### src/rtl/fb_pkg.sv
// fb_pkg: shared frame-buffer types and default geometry/width constants.
package fb_pkg;
  typedef enum logic [1:0] {GNT_NONE, GNT_RD, GNT_WR} grant_e;
  localparam int FB_WIDTH  = 320;
  localparam int FB_HEIGHT = 240;
  localparam int FB_ADDR_W = 17;
  localparam int FB_DATA_W = 12;
endpackage

### src/rtl/fb_arbiter_if.sv
// fb_arbiter_if: camera write, VGA read and BRAM port bundle of the frame-buffer arbiter.
interface fb_arbiter_if
  import fb_pkg::*;
#(
  parameter int ADDR_W = FB_ADDR_W,
  parameter int DATA_W = FB_DATA_W,
  parameter int LVL_W  = 4
);
  logic              cam_wr_valid;
  logic [ADDR_W-1:0] cam_wr_addr;
  logic [DATA_W-1:0] cam_wr_data;
  logic              cam_wr_ready;
  logic              vga_rd_req;
  logic [ADDR_W-1:0] vga_rd_addr;
  logic [DATA_W-1:0] vga_rd_data;
  logic              vga_rd_valid;
  logic              mem_en;
  logic              mem_we;
  logic [ADDR_W-1:0] mem_addr;
  logic [DATA_W-1:0] mem_wdata;
  logic [DATA_W-1:0] mem_rdata;
  logic [LVL_W-1:0]  fifo_level;
  modport slave (
    input  cam_wr_valid, cam_wr_addr, cam_wr_data, vga_rd_req, vga_rd_addr, mem_rdata,
    output cam_wr_ready, vga_rd_data, vga_rd_valid, mem_en, mem_we, mem_addr, mem_wdata, fifo_level
  );
  modport master (
    output cam_wr_valid, cam_wr_addr, cam_wr_data, vga_rd_req, vga_rd_addr, mem_rdata,
    input  cam_wr_ready, vga_rd_data, vga_rd_valid, mem_en, mem_we, mem_addr, mem_wdata, fifo_level
  );
endinterface

### src/rtl/fb_wr_fifo.sv
// fb_wr_fifo: synchronous {addr,data} write FIFO; when empty the head shows the
// incoming beat so a push can be popped in the same cycle.
module fb_wr_fifo
  import fb_pkg::*;
#(
  parameter int W     = FB_ADDR_W + FB_DATA_W,
  parameter int DEPTH = 8,
  parameter int LVL_W = $clog2(DEPTH) + 1
) (
  input  logic             clk,
  input  logic             rst_n,
  input  logic             push,
  input  logic             pop,
  input  logic [W-1:0]     din,
  output logic [W-1:0]     head,
  output logic             full,
  output logic             empty,
  output logic [LVL_W-1:0] level
);
  localparam int PW = $clog2(DEPTH);
  logic [W-1:0]  mem [DEPTH];
  logic [PW-1:0] wr_ptr, rd_ptr;
  assign empty = level == '0;
  assign full  = level == LVL_W'(DEPTH);
  assign head  = empty ? din : mem[rd_ptr];
  always_ff @(posedge clk or negedge rst_n)
    if (!rst_n) begin
      wr_ptr <= '0;
      rd_ptr <= '0;
      level  <= '0;
    end else begin
      wr_ptr <= wr_ptr + PW'(push);
      rd_ptr <= rd_ptr + PW'(pop);
      level  <= level + LVL_W'(push) - LVL_W'(pop);
    end
  always_ff @(posedge clk)
    if (push) mem[wr_ptr] <= din;
endmodule

### src/rtl/fb_arbiter.sv
// fb_arbiter: single-port BRAM arbiter, VGA reads strictly over buffered camera writes.
// Define FB_ARBITER_STATS_EN to add drop_count/max_level statistics outputs.
module fb_arbiter
  import fb_pkg::*;
#(
  parameter int ADDR_W     = FB_ADDR_W,
  parameter int DATA_W     = FB_DATA_W,
  parameter int FIFO_DEPTH = 8,
  parameter int RD_LAT     = 2
) (
  input  logic        clk_100mhz,
  input  logic        rst_n,
  fb_arbiter_if.slave bus
`ifdef FB_ARBITER_STATS_EN
  ,
  output logic [15:0] drop_count,
  output logic [15:0] max_level
`endif
);
  localparam int LVL_W = $clog2(FIFO_DEPTH) + 1;
  grant_e                     state, nxt;
  logic                       push, pop, full, empty;
  logic [ADDR_W+DATA_W-1:0]   head;
  logic [LVL_W-1:0]           level;
  logic [RD_LAT-1:0]          vld;
  logic [DATA_W-1:0]          rd_q;
  assign push = bus.cam_wr_valid && !full;
  assign nxt  = bus.vga_rd_req ? GNT_RD : (!empty || push) ? GNT_WR : GNT_NONE;
  assign pop  = nxt == GNT_WR;
  assign bus.cam_wr_ready = !full;
  assign bus.fifo_level   = level;
  assign bus.vga_rd_valid = vld[RD_LAT-1];
  assign bus.vga_rd_data  = vld[RD_LAT-1] ? bus.mem_rdata : rd_q;
  fb_wr_fifo #(.W(ADDR_W + DATA_W), .DEPTH(FIFO_DEPTH)) u_fifo (
    .clk(clk_100mhz), .rst_n(rst_n), .push(push), .pop(pop),
    .din({bus.cam_wr_addr, bus.cam_wr_data}), .head(head),
    .full(full), .empty(empty), .level(level)
  );
  always_ff @(posedge clk_100mhz or negedge rst_n)
    if (!rst_n) begin
      state         <= GNT_NONE;
      bus.mem_en    <= 1'b0;
      bus.mem_we    <= 1'b0;
      bus.mem_addr  <= '0;
      bus.mem_wdata <= '0;
      vld           <= '0;
      rd_q          <= '0;
    end else begin
      state      <= nxt;
      bus.mem_en <= nxt != GNT_NONE;
      bus.mem_we <= nxt == GNT_WR;
      if (nxt == GNT_RD) bus.mem_addr <= bus.vga_rd_addr;
      else if (nxt == GNT_WR) {bus.mem_addr, bus.mem_wdata} <= head;
      // valid trails the cycle the BRAM actually sees the read
      vld <= RD_LAT'({vld, state == GNT_RD});
      if (vld[RD_LAT-1]) rd_q <= bus.mem_rdata;
    end
`ifdef FB_ARBITER_STATS_EN
  always_ff @(posedge clk_100mhz or negedge rst_n)
    if (!rst_n) begin
      drop_count <= '0;
      max_level  <= '0;
    end else begin
      if (bus.cam_wr_valid && full && drop_count != 16'hFFFF) drop_count <= drop_count + 16'd1;
      if (16'(level) > max_level) max_level <= 16'(level);
    end
`endif
endmodule
### src/flat_wrapper.sv
// flat-port wrapper written by rule: the top's interface ports become plain ports
module fb_arbiter_flat import fb_pkg::*;
#(
  parameter int ADDR_W     = FB_ADDR_W,
  parameter int DATA_W     = FB_DATA_W,
  parameter int FIFO_DEPTH = 8,
  parameter int RD_LAT     = 2
)
  (clk_100mhz, rst_n, bus_cam_wr_valid, bus_cam_wr_addr, bus_cam_wr_data, bus_vga_rd_req, bus_vga_rd_addr, bus_mem_rdata, bus_cam_wr_ready, bus_vga_rd_data, bus_vga_rd_valid, bus_mem_en, bus_mem_we, bus_mem_addr, bus_mem_wdata, bus_fifo_level);
  fb_arbiter_if #(.ADDR_W(ADDR_W), .DATA_W(DATA_W)) bus_i ();
  input  logic clk_100mhz;
  input  logic rst_n;
  input wire logic [$bits(bus_i.cam_wr_valid)-1:0] bus_cam_wr_valid;
  input wire logic [$bits(bus_i.cam_wr_addr)-1:0] bus_cam_wr_addr;
  input wire logic [$bits(bus_i.cam_wr_data)-1:0] bus_cam_wr_data;
  input wire logic [$bits(bus_i.vga_rd_req)-1:0] bus_vga_rd_req;
  input wire logic [$bits(bus_i.vga_rd_addr)-1:0] bus_vga_rd_addr;
  input wire logic [$bits(bus_i.mem_rdata)-1:0] bus_mem_rdata;
  output wire logic [$bits(bus_i.cam_wr_ready)-1:0] bus_cam_wr_ready;
  output wire logic [$bits(bus_i.vga_rd_data)-1:0] bus_vga_rd_data;
  output wire logic [$bits(bus_i.vga_rd_valid)-1:0] bus_vga_rd_valid;
  output wire logic [$bits(bus_i.mem_en)-1:0] bus_mem_en;
  output wire logic [$bits(bus_i.mem_we)-1:0] bus_mem_we;
  output wire logic [$bits(bus_i.mem_addr)-1:0] bus_mem_addr;
  output wire logic [$bits(bus_i.mem_wdata)-1:0] bus_mem_wdata;
  output wire logic [$bits(bus_i.fifo_level)-1:0] bus_fifo_level;
  assign bus_i.cam_wr_valid = bus_cam_wr_valid;
  assign bus_i.cam_wr_addr = bus_cam_wr_addr;
  assign bus_i.cam_wr_data = bus_cam_wr_data;
  assign bus_i.vga_rd_req = bus_vga_rd_req;
  assign bus_i.vga_rd_addr = bus_vga_rd_addr;
  assign bus_i.mem_rdata = bus_mem_rdata;
  assign bus_cam_wr_ready = bus_i.cam_wr_ready;
  assign bus_vga_rd_data = bus_i.vga_rd_data;
  assign bus_vga_rd_valid = bus_i.vga_rd_valid;
  assign bus_mem_en = bus_i.mem_en;
  assign bus_mem_we = bus_i.mem_we;
  assign bus_mem_addr = bus_i.mem_addr;
  assign bus_mem_wdata = bus_i.mem_wdata;
  assign bus_fifo_level = bus_i.fifo_level;
  fb_arbiter #(.ADDR_W(ADDR_W), .DATA_W(DATA_W), .FIFO_DEPTH(FIFO_DEPTH), .RD_LAT(RD_LAT)) u_core (.clk_100mhz(clk_100mhz), .rst_n(rst_n), .bus(bus_i));
endmodule
### config.mk
export PLATFORM = sky130hd
export DESIGN_NAME = fb_arbiter_flat
export DESIGN_NICKNAME = d
export VERILOG_FILES = /design/src/rtl/fb_pkg.sv /design/src/rtl/fb_arbiter_if.sv /design/src/rtl/fb_wr_fifo.sv /design/src/rtl/fb_arbiter.sv /design/src/flat_wrapper.sv
export SDC_FILE = /design/constraint.sdc
export NUM_CORES = 1
export LEC_CHECK = 0
export CAP_MARGIN = 30
export CORE_UTILIZATION = 30
export CTS_CLUSTER_SIZE = 12
export DETAILED_ROUTE_END_ITERATION = 10
export PLACE_DENSITY_LB_ADDON = 0.12
export SKIP_LAST_GASP = 1
export SYNTH_ARGS = -nofsm -noshare
export SYNTH_HDL_FRONTEND = slang
export SYNTH_HIERARCHICAL = 1
export SYNTH_SLANG_ARGS = --single-unit
### constraint.sdc
create_clock -name clk_100mhz -period 6.2 [get_ports clk_100mhz]
set_input_delay 1.86 -clock clk_100mhz [delete_from_list [all_inputs] [get_ports clk_100mhz]]
set_output_delay 1.86 -clock clk_100mhz [all_outputs]
set_load 0.1 [all_outputs]
Yosys cells after proc, flatten, opt, wreduce, memory -nomap -nowiden
Memories as Yosys holds them, arrays and structs flattened.
Cells that the tools add are included.

word-level totals
  output and inout bits = 49
  bits of input ports = 62
  bits in registers = 57
  bits in writable memories = 232
  memories = 1

operators by class
  reduce and logical (&&, ||, !) cells = 8
  $add $sub $neg = 4
  bitwise gates (word level) = 1
  equal/unequal tests = 4
  muxes and demuxes = 8

memory list
  name               depth  width  rd ports  clocked after memory_dff  write ports  RTL line          text
  u_core.u_fifo.mem  8      29     1         0                         1            fb_wr_fifo.sv:21  logic [W-1:0] mem [DEPTH];

operators by type and width
  kind                  number
  $mux W17              2
  $mux W29              1
  $mux W12              1
  $add A3 B1 Y3         2
  $add A4 B1 Y4         1
  $eq A2 B1 Y1 const B  2
  $eq A4 B4 Y1 const B  1
  $logic_not A4 Y1      1
  $mux W2               2
  $reduce_bool A2 Y1    2
  $sub A4 B1 Y4         1
  $eq A2 B2 Y1 const B  1
  $logic_not A1 Y1      2
  $mux W1               2
  $reduce_and A2 Y1     1
  $logic_and A1 B1 Y1   1
  $logic_or A1 B1 Y1    1
  $not A1 Y1            1

Depth between registers and ports, before layout
Gate-level depths: netlist of the first run.

  depth in word-level cells = 9
  gate-level depth with buffers = 13

By module
The synthesis of the first run kept the hierarchy.

by module, submodules not included
  module      area an instance (um^2)  sequential area each (um^2)  instances  cells an instance
  fb_wr_fifo  9879.5                   7216.9                       1          547
  fb_arbiter  1970.6                   1151.1                       1          157

Least setup slack after synthesis of the first run
OpenSTA, ideal clock, no wires.

  path type = in2reg
  start point = in bus_cam_wr_valid
  end point = mem u_core/u_fifo/mem[0][0] (netlist bit) (enable)
  cell stages on the path = 6
  arrival time = 4465 ps
  slack = 1284 ps
  required time = 5749 ps
  buffers on the path = 2
  library setup time = 451 ps
  cell sequence = nand2b_4 > buf_6 > inv_1 > buf_4 > nand2b_1 > nor3_1

on the way
  word-level cells in the longest chain between the ends = 3

ends and longest elaborated chain
  item                           RTL line            text
  from (decl)                    flat_wrapper.sv:13  input wire logic [$bits(bus_i.cam_wr_valid)-1:0] bus_cam_wr_valid;
  $logic_and A1 B1 Y1            fb_arbiter.sv:27    assign push = bus.cam_wr_valid && !full;
  via u_core.push                fb_arbiter.sv:22    logic push, pop, full, empty;
  $mux W1                        fb_wr_fifo.sv:37    if (push) mem[wr_ptr] <= din;
  $mux W1 (not written as such)  fb_wr_fifo.sv:37
  to (decl)                      fb_wr_fifo.sv:21

The timed path passes the listed nets, and every way through them passes these cells.

Worst setup path in the final report of the first run
  start point = in bus_mem_rdata[10]
  end point = out bus_vga_rd_data[10]

on the way
  word-level cells in the longest chain between the ends = 1

ends and longest elaborated chain
  item         RTL line            text
  from (decl)  flat_wrapper.sv:18  input wire logic [$bits(bus_i.mem_rdata)-1:0] bus_mem_rdata;
  $mux W12     fb_arbiter.sv:33    assign bus.vga_rd_data = vld[RD_LAT-1] ? bus.mem_rdata : rd_q;
  to (decl)    flat_wrapper.sv:20  output wire logic [$bits(bus_i.vga_rd_data)-1:0] bus_vga_rd_data;

No other way between the ends.

==> results of run 1 <==
[report_power, final]
part | switching (µW) | internal (µW) | total [µW]
Clock | 787 | 1240 | 2030
Combinational | 2100 | 1090 | 3180
Sequential | 229 | 2490 | 2710
Total | 3110 | 4810 | 7920
[kinds of logic (layout without fill, tap and decap cells)]
| group | after synthesis | after routing | share of synthesized area |
|---|---|---|---|
| compound gates | 141 | 141 | 0.0927 |
| flops | 288 | 288 | 0.706 |
| fa+ha+maj | 11 | 11 | 0.0122 |
| simple gates | 68 | 68 | 0.0286 |
| mux | 140 | 140 | 0.130 |
| buf+inv | 52 | 205 | 0.0276 |
| xor+xnor | 4 | 4 | 0.00296 |
[layout by cell type, fill, tap and decap left out, drive strengths merged, types with 3 or more instances in the layout]
master / netlist / routed
clkinv: 0 / 11
inv: 9 / 10
mux2: 82 / 82
a31oi: 17 / 17
a22o: 29 / 29
nand2: 32 / 32
o22ai: 29 / 29
clkbuf: 14 / 47
ha: 10 / 10
bufinv: 0 / 3
o31ai: 29 / 29
nor2: 7 / 7
mux2i: 58 / 58
clkdlybuf4s50: 0 / 97
nor2b: 19 / 19
a21oi: 19 / 19
buf: 29 / 35
edfxtp: 232 / 232
o21ai: 17 / 17
dfrtp: 56 / 56
xor2: 4 / 4
nand2b: 5 / 5
[per-layer routing]
| layer | part of all wire | wire length [µm] |
|---|---|---|
| met5 | 0 | 0 |
| met4 | 0.022 | 657 |
| met1 | 0.45 | 13200 |
| met3 | 0.036 | 1050 |
| met2 | 0.49 | 14600 |
[registers in the layout, summed over array words and instances, names as in the netlist]
signal,flops
u_core/bus.mem_addr,17
u_core/bus.mem_en,1
u_core/bus.mem_wdata,12
u_core/bus.mem_we,1
u_core/rd_q,12
u_core/state,1
u_core/u_fifo/level,4
u_core/u_fifo/mem,232
u_core/u_fifo/rd_ptr,3
u_core/u_fifo/wr_ptr,3
u_core/vld,2
[path summary, 6_finish.rpt]
path,startpoint,slack [ns],cells past startpoint,endpoint
setup / recovery,bus_mem_rdata[10],1.54,3,bus_vga_rd_data[10]
hold / removal,u_core/vld[0],0.35,0,u_core/vld[1]
setup reg to reg,u_core/u_fifo/level[2],2.89,8,u_core/u_fifo/mem[7][5]
hold reg to reg,u_core/vld[0],0.35,0,u_core/vld[1]
max in group asynchronous,rst_n,4.09,2,u_core/u_fifo/rd_ptr[0]
min in group asynchronous,rst_n,1.50,2,u_core/bus.mem_wdata[10]
[critical path: stages]
cell,delay [ns]
clkdlybuf4s50_1,0.41
mux2_2,0.29
buf_4,0.24
[final cells by class]
cell class	instances	area, µm²	share of cell area
sequential	288	8370	0.569
multi-input combinational	364	3200	0.217
timing repair buffer	132	1310	0.0891
clock buffer	47	982	0.0667
tap	518	648	0.0440
clock inverter	17	173	0.0117
inverter	9	33.8	0.00229
[through the flow]
stage,setup WS [ns],total power (µW),util
floorplan,1.28,5060,-
global placement,1.47,5900,0.347
detailed placement,1.37,5980,0.348
CTS,1.53,8050,0.378
global route,1.51,8300,0.379
finish,1.54,7920,0.379
==> impl_metrics.py, run 1 <==
metrics = {
    "floorplanning": {
        "rows": 72,
        "dieArea_um2": 40300,
        "ioPinCount": 111,
        "die_height_um": 201,
        "initial_core_util": 0.305,
        "die_w_um": 201,
        "core_area_um2": 38800,
    },
    "synth": {
        "yosysSeqAreaShare": 0.706,
        "synth_most_common_cell": "edfxtp_1",
        "ys.flop_type": "edfxtp_1",
        "syn-cell-area_um2": 11900,
        "synthTopCellsByArea": "edfxtp_1, dfrtp_1, mux2_2",
        "synth_fp_nets": 777,
        "synth_edf_count": 232,
        "synth_cells": 704,
        "yosys-top-cells-count": "edfxtp_1, mux2_2, mux2i_1, dfrtp_1, nand2_1",
        "yosysWarnings": 6,
        "synth-async-reset-ratio": 0.194,
        "yosysTopAreaCell": "edfxtp_1",
        "syn_avg_cell_area_um2": 16.8,
        "synth_cell_types": 35,
        "synth_seq_cells": 288,
        "netlist.area_leader.share": 0.588,
    },
    "cells_and_area": {
        "fin_area_um2": 14700,
        "fin_cells": 1375,
        "diodes": 0,
        "drive_above_1_share": 0.242,
        "fill_cells": 3589,
        "syn2layout_area_growth_pct": 24.2,
        "finalNetCount": 903,
    },
    "run": {
        "cap_violations": 0,
    },
    "clocking": {
        "cts_made_buffers": 35,
        "cts-root-buf": "clkbuf_16",
        "cts.repair.resized": 0,
        "cts_tree": "built",
        "cts_buffer_depth": 3,
        "path_clk_slew_ns": 0.06,
        "post_cts_buffers": 0,
        "cts.sinks": 288,
        "clk_latency_ns": 0.53,
        "ctsHoldBuffers": 0,
        "htreeDepth": 2,
    },
    "route": {
        "drc": 0,
        "routed_wl_um": 29400,
        "vias": 6493,
        "via_per_inst": 4.72,
        "dr.pass1.iters": 5,
        "ant_nets": 0,
        "wire_per_inst_um": 21.4,
        "initialDrtViolationCount": 368,
    },
    "sta": {
        "max_clock_freq_ghz": 0.214,
        "timing.final.crit_share": 0.752,
        "setup_viol": 0,
        "min_period_ns": 4.66,
        "whs_ns": 0.345,
        "maxSlewHeadroom": 0.331,
        "max_slew.worst_pin.slew_ns": 1.00,
        "hold_viol": 0,
        "grt_setup_unrepaired": "no",
        "slew_viol_final": 0,
        "fin_skew_ns": 0.0243,
        "tns_ns": 0,
    },
    "min_path": {
        "hold_class": "flip-flop to flip-flop",
    },
    "placement": {
        "dpl_cell_area_um2": 13500,
        "gp_congestion": 0.805,
        "portBuffers": 110,
        "place_hpwl_um": 18400,
        "place_inst": 1309,
    },
    "outcome": {
        "status": "completed",
    },
    "worst_setup_path": {
        "startpoint_type": "primary input",
        "cp_max_fo": 2,
        "endpoint_kind": "output pin",
        "crit_required_ns": 4.34,
        "criticalPathCategory": "primary input to output pin",
        "arrival_ns": 2.80,
    },
    "global_routing": {
        "groute.usage.overall": 0.149,
        "gr-total-overflow": 0,
        "top_usage_layer": "met2",
        "antenna_found_initial": 0,
        "grt_pass1_wl_um": 44900,
        "first_global_vias": 6952,
        "grt_max_degree": 77,
        "met3_usage": 0.0245,
        "use_met2": 0.246,
        "grt_use_met1": 0.198,
    },
    "power": {
        "p_leak_uw": 0.00518,
        "max-vdd-ir-drop_v": 0.000373,
        "power.density_nw_per_um2": 538,
    },
}
No activity file was read; power rests on OpenSTA's default activity.
==> run 2, diff against run 1 <==
- clock period: 6.2 -> 4.7 ns (I/O delays scaled with it)
==> run 2 against run 1 <==
Clock skew fell by 0.0047 ns. Critical endpoint is now bus_cam_wr_ready. Critical path depth rose by 2. Via count rose by 0.65%. Sequential share of layout area rose by 0.28 points.
==> impl_metrics.py, run 2 (synthesis results as in run 1) <==
metrics = {
    "global_routing": {
        "antenna_found_initial": 0,
        "first_global_vias": 7046,
        "gr-total-overflow": 0,
        "grt_pass1_wl_um": 44200,
        "grt_max_degree": 51,
        "top_usage_layer": "met2",
        "use_met2": 0.250,
        "groute.usage.overall": 0.146,
        "grt_use_met1": 0.186,
        "met3_usage": 0.0265,
    },
    "cells_and_area": {
        "drive_above_1_share": 0.242,
        "fin_area_um2": 14700,
        "multi_input_area_um2": 3210,
        "regMostFlops": "u_core/u_fifo/mem",
        "seqCellArea_um2": 8370,
        "diodes": 0,
        "syn2layout_area_growth_pct": 23.6,
        "mostFrequentLayoutCells": "edfxtp_1, clkdlybuf4s50_1, mux2_2",
        "reg_top3": "u_core/u_fifo/mem x232, u_core/bus.mem_addr x17",
        "final_common_cell": "edfxtp_1",
        "largest_reg_flops": 232,
        "fill_cells": 3613,
        "finalNetCount": 907,
    },
    "worst_setup_path": {
        "crit_chain": "inv_1 > ha_1 > and3_1 > inv_1 > clkdlybuf4s50_1",
        "crit_buf_inv": 3,
        "slowest_stage": "clkdlybuf4s50_1",
        "path_common_cell": "inv_1",
        "slowest_delay_ns": 1.13,
        "startpoint_type": "flip-flop",
        "crit_required_ns": 3.29,
        "critical-path-top-delay-family": "buffers and inverters",
        "endpoint_kind": "output pin",
        "criticalPathCategory": "flip-flop to output pin",
        "cp_max_fo": 3,
        "arrival_ns": 2.51,
    },
    "clocking": {
        "htreeDepth": 2,
        "cts.repair.resized": 0,
        "cts_made_buffers": 35,
        "cts.sinks": 288,
        "cts-root-buf": "clkbuf_16",
        "post_cts_buffers": 0,
        "cts_tree": "built",
        "path_clk_slew_ns": 0.05,
        "ctsHoldBuffers": 0,
        "cts_buffer_depth": 3,
        "clk_latency_ns": 0.51,
    },
    "route": {
        "via_per_inst": 4.75,
        "routed_wl_um": 29000,
        "vias": 6535,
        "ant_nets": 0,
        "initialDrtViolationCount": 435,
        "dr.pass1.iters": 4,
        "drc": 0,
        "wire_per_inst_um": 21.1,
    },
    "sta": {
        "hold_viol": 0,
        "maxSlewHeadroom": 0.334,
        "fin_skew_ns": 0.0196,
        "min_period_ns": 3.92,
        "max_slew.worst_pin.slew_ns": 0.996,
        "setup_viol": 0,
        "grt_setup_unrepaired": "no",
        "max_clock_freq_ghz": 0.255,
        "setup_ws_ns": 0.780,
        "tns_ns": 0,
        "slew_viol_final": 0,
        "timing.final.crit_share": 0.834,
    },
    "floorplanning": {
        "die_w_um": 201,
        "initial_core_util": 0.305,
        "rows": 72,
        "dieArea_um2": 40300,
        "core_area_um2": 38800,
        "die_height_um": 201,
        "ioPinCount": 111,
    },
    "power": {
        "power.density_nw_per_um2": 703,
        "max-vdd-ir-drop_v": 0.000264,
        "p_leak_uw": 0.00515,
    },
    "outcome": {
        "status": "completed",
    },
    "min_path": {
        "hold_class": "flip-flop to flip-flop",
    },
    "placement": {
        "dp_slack_ns": 0.939,
        "dpl_cell_area_um2": 13600,
        "place_hpwl_um": 17400,
        "portBuffers": 110,
        "gp_congestion": 0.788,
    },
    "run": {
        "cap_violations": 0,
    },
}
==> run 2: final cells by class <==
cell class,count,area share
clock buffer,45,0.0630
clock inverter,15,0.0104
inverter,9,0.00231
multi-input combinational,364,0.219
sequential,288,0.571
tap,518,0.0442
timing repair buffer,136,0.0897
==> run 2: final timing paths <==
check	start	to	slack (ns)	depth (start not counted)
max	u_core/u_fifo/level[2]	bus_cam_wr_ready	0.78	5
min	u_core/vld[0]	u_core/vld[1]	0.35	0
max reg2reg	u_core/u_fifo/level[2]	u_core/u_fifo/level[2]	1.90	10
min reg2reg	u_core/vld[0]	u_core/vld[1]	0.35	0
max in group asynchronous	rst_n	u_core/u_fifo/wr_ptr[0]	3.03	3
min in group asynchronous	rst_n	u_core/bus.mem_wdata[8]	0.80	1
==> run 2: power by group <==
| part | switching (µW) | leakage (µW) | internal (µW) |
|---|---|---|---|
| clock | 988 | 0.000521 | 1550 |
| combinational | 2750 | 0.00188 | 1430 |
| sequential | 304 | 0.00275 | 3280 |
| total | 4050 | 0.00515 | 6260 |
==> run 2: per-stage QoR <==
stage               hold slack (ns)  total power, µW  std cells   util
finish                        0.348            10300       1375  0.377
global route                  0.353            10800       1375  0.377
CTS                           0.352            10500       1375  0.377
detailed placement            0.340             7900       1315  0.350
global placement              0.334             7760       1312  0.348
floorplan                     0.331             6670        704      -
==> run 2: routing by layer <==
| layer | wire (µm) | part of all wire |
|---|---|---|
| met1 | 12600 | 0.43 |
| met2 | 14300 | 0.49 |
| met3 | 1390 | 0.048 |
| met4 | 712 | 0.025 |
| met5 | 0 | 0 |
==> run 3, diff against run 2 <==
- clock period: 4.7 -> 4.1 ns (I/O delays scaled with it)
==> run 3 against run 2 <==
Wire length up 0.58%. Cell area up 1.3%. Via count about the same. Non-clock buffer count up 4. Worst hold slack better by 0.0057 ns. Sequential power up 14%. Core utilization up 0.51 points. Clock power up 14%. Critical endpoint is now bus_vga_rd_data[5]. Largest power group unchanged. Highest routed layer unchanged.
==> impl_metrics.py, run 3 (synthesis results as in run 1) <==
metrics = {
    "placement": {
        "dpl_cell_area_um2": 13700,
        "gp_congestion": 0.737,
        "portBuffers": 110,
        "place_hpwl_um": 18200,
        "dp_slack_ns": 0.753,
    },
    "clocking": {
        "post_cts_buffers": 0,
        "path_clk_slew_ns": 0.05,
        "cts.sinks": 288,
        "cts_made_buffers": 34,
        "clk_latency_ns": 0.51,
        "cts_buffer_depth": 3,
        "htreeDepth": 2,
        "cts.repair.resized": 0,
        "cts_tree": "built",
        "cts-root-buf": "clkbuf_16",
        "ctsHoldBuffers": 0,
    },
    "outcome": {
        "status": "completed",
    },
    "sta": {
        "min_period_ns": 3.35,
        "max_slew.worst_pin.slew_ns": 1.01,
        "maxSlewHeadroom": 0.325,
        "hold_viol": 0,
        "fin_skew_ns": 0.00915,
        "max_clock_freq_ghz": 0.299,
        "setup_ws_ns": 0.753,
        "timing.final.crit_share": 0.816,
        "setup_viol": 0,
        "tns_ns": 0,
        "grt_setup_unrepaired": "no",
        "whs_ns": 0.354,
        "slew_viol_final": 0,
    },
    "power": {
        "p_leak_uw": 0.00526,
        "power.density_nw_per_um2": 803,
        "max-vdd-ir-drop_v": 0.000390,
        "power_uw": 11900,
    },
    "worst_setup_path": {
        "endpoint_kind": "output pin",
        "crit_buf_inv": 2,
        "slowest_delay_ns": 0.41,
        "rrSetupSlack_ns": 1.61,
        "startpoint_type": "primary input",
        "critical-path-top-delay-family": "buffers and inverters",
        "arrival_ns": 2.12,
        "slowest_stage": "clkdlybuf4s50_1",
        "path_depth": 3,
        "worstRegToRegCells": 9,
        "crit_chain": "clkdlybuf4s50_1 > mux2_2 > buf_12",
        "crit_required_ns": 2.87,
        "criticalPathCategory": "primary input to output pin",
        "cp_max_fo": 2,
    },
    "route": {
        "initialDrtViolationCount": 310,
        "wire_per_inst_um": 21.1,
        "dr.pass1.iters": 4,
        "vias": 6529,
        "routed_wl_um": 29200,
        "via_per_inst": 4.72,
        "drc": 0,
        "ant_nets": 0,
    },
    "floorplanning": {
        "ioPinCount": 111,
        "dieArea_um2": 40300,
        "die_height_um": 201,
        "core_area_um2": 38800,
        "die_w_um": 201,
        "initial_core_util": 0.305,
        "rows": 72,
    },
    "cells_and_area": {
        "regMostFlops": "u_core/u_fifo/mem",
        "finalNetCount": 910,
        "drive_above_1_share": 0.258,
        "reg_top3": "u_core/u_fifo/mem x232, u_core/bus.mem_addr x17",
        "fin_area_um2": 14800,
        "final_common_cell": "edfxtp_1",
        "mostFrequentLayoutCells": "edfxtp_1, clkdlybuf4s50_1, mux2_2",
        "largest_reg_flops": 232,
        "syn2layout_area_growth_pct": 25.3,
        "fill_cells": 3557,
    },
    "global_routing": {
        "groute.usage.overall": 0.147,
        "grt_pass1_wl_um": 44500,
        "grt_max_degree": 51,
        "antenna_found_initial": 0,
        "first_global_vias": 7031,
        "gr-total-overflow": 0,
    },
    "run": {
        "cap_violations": 0,
    },
    "min_path": {
        "hold_class": "flip-flop to flip-flop",
        "hold_depth": 0,
    },
}
-- run 3: cell types whose count changed in the layout (fill, tap and decap cells not counted), moves of 2 or more --
| cell | change |
|---|---|
| clkbuf_8 | +2 |
| bufinv_16 | -2 |
| clkdlybuf4s50_1 | -11 |
| nor3_4 | +2 |
| buf_4 | +2 |
| buf_12 | +12 |
| nor3_2 | -2 |
| clkbuf_16 | +2 |
-- run 3: final timing paths --
check,from,to
max,bus_mem_rdata[5],bus_vga_rd_data[5]
min,u_core/vld[0],u_core/vld[1]
max reg2reg,u_core/u_fifo/level[2],u_core/u_fifo/level[2]
min reg2reg,u_core/vld[0],u_core/vld[1]
max in group asynchronous,rst_n,u_core/bus.mem_addr[1]
min in group asynchronous,rst_n,u_core/bus.mem_wdata[4]
-- run 3: where the power goes --
| part | leakage, µW | switching, µW | internal, µW |
|---|---|---|---|
| Sequential | 0.00275 | 310 | 3760 |
| Combinational | 0.00198 | 3230 | 1730 |
| Clock | 0.000528 | 1130 | 1760 |
-- run 3: final cells by class --
type,count,area (µm²),area share
Timing Repair Buffer,140,1490,0.100
Clock buffer,48,997,0.0672
Inverter,9,33.8,0.00228
Clock inverter,14,91.3,0.00615
Antenna cell,1,2.50,0.000169
Tap cell,518,648,0.0437
Sequential cell,288,8370,0.564
Multi-Input combinational cell,364,3220,0.217
-- run 3: worst reg2reg max path: stages, from the launching register on --
cell and delay, ns:
dfrtp_1 0.38, inv_1 0.11, ha_1 0.15, and3_1 0.17, nand2b_4 0.31, inv_1 0.16
buf_4 0.23, ha_1 0.26, fa_1 0.43, xor2_1 0.18
-- run 3: per-layer routing --
layer / GRT usage / vias up / share of wire
met2: 0.250 / 134 / 0.49
met4: 0.0349 / 0 / 0.018
met1: 0.192 / 3351 / 0.45
met3: 0.0295 / 34 / 0.042
li1: - / 3010 / -
met5: 0 / - / 0
-- run 3: through the flow --
| stage | util | instances |
|---|---|---|
| final | 0.382 | 1382 |
| after CTS | 0.382 | 1380 |
| after detailed placement | 0.354 | 1318 |
| after global routing | 0.382 | 1381 |
| after global placement | 0.352 | 1316 |
| after floorplan | - | 704 |
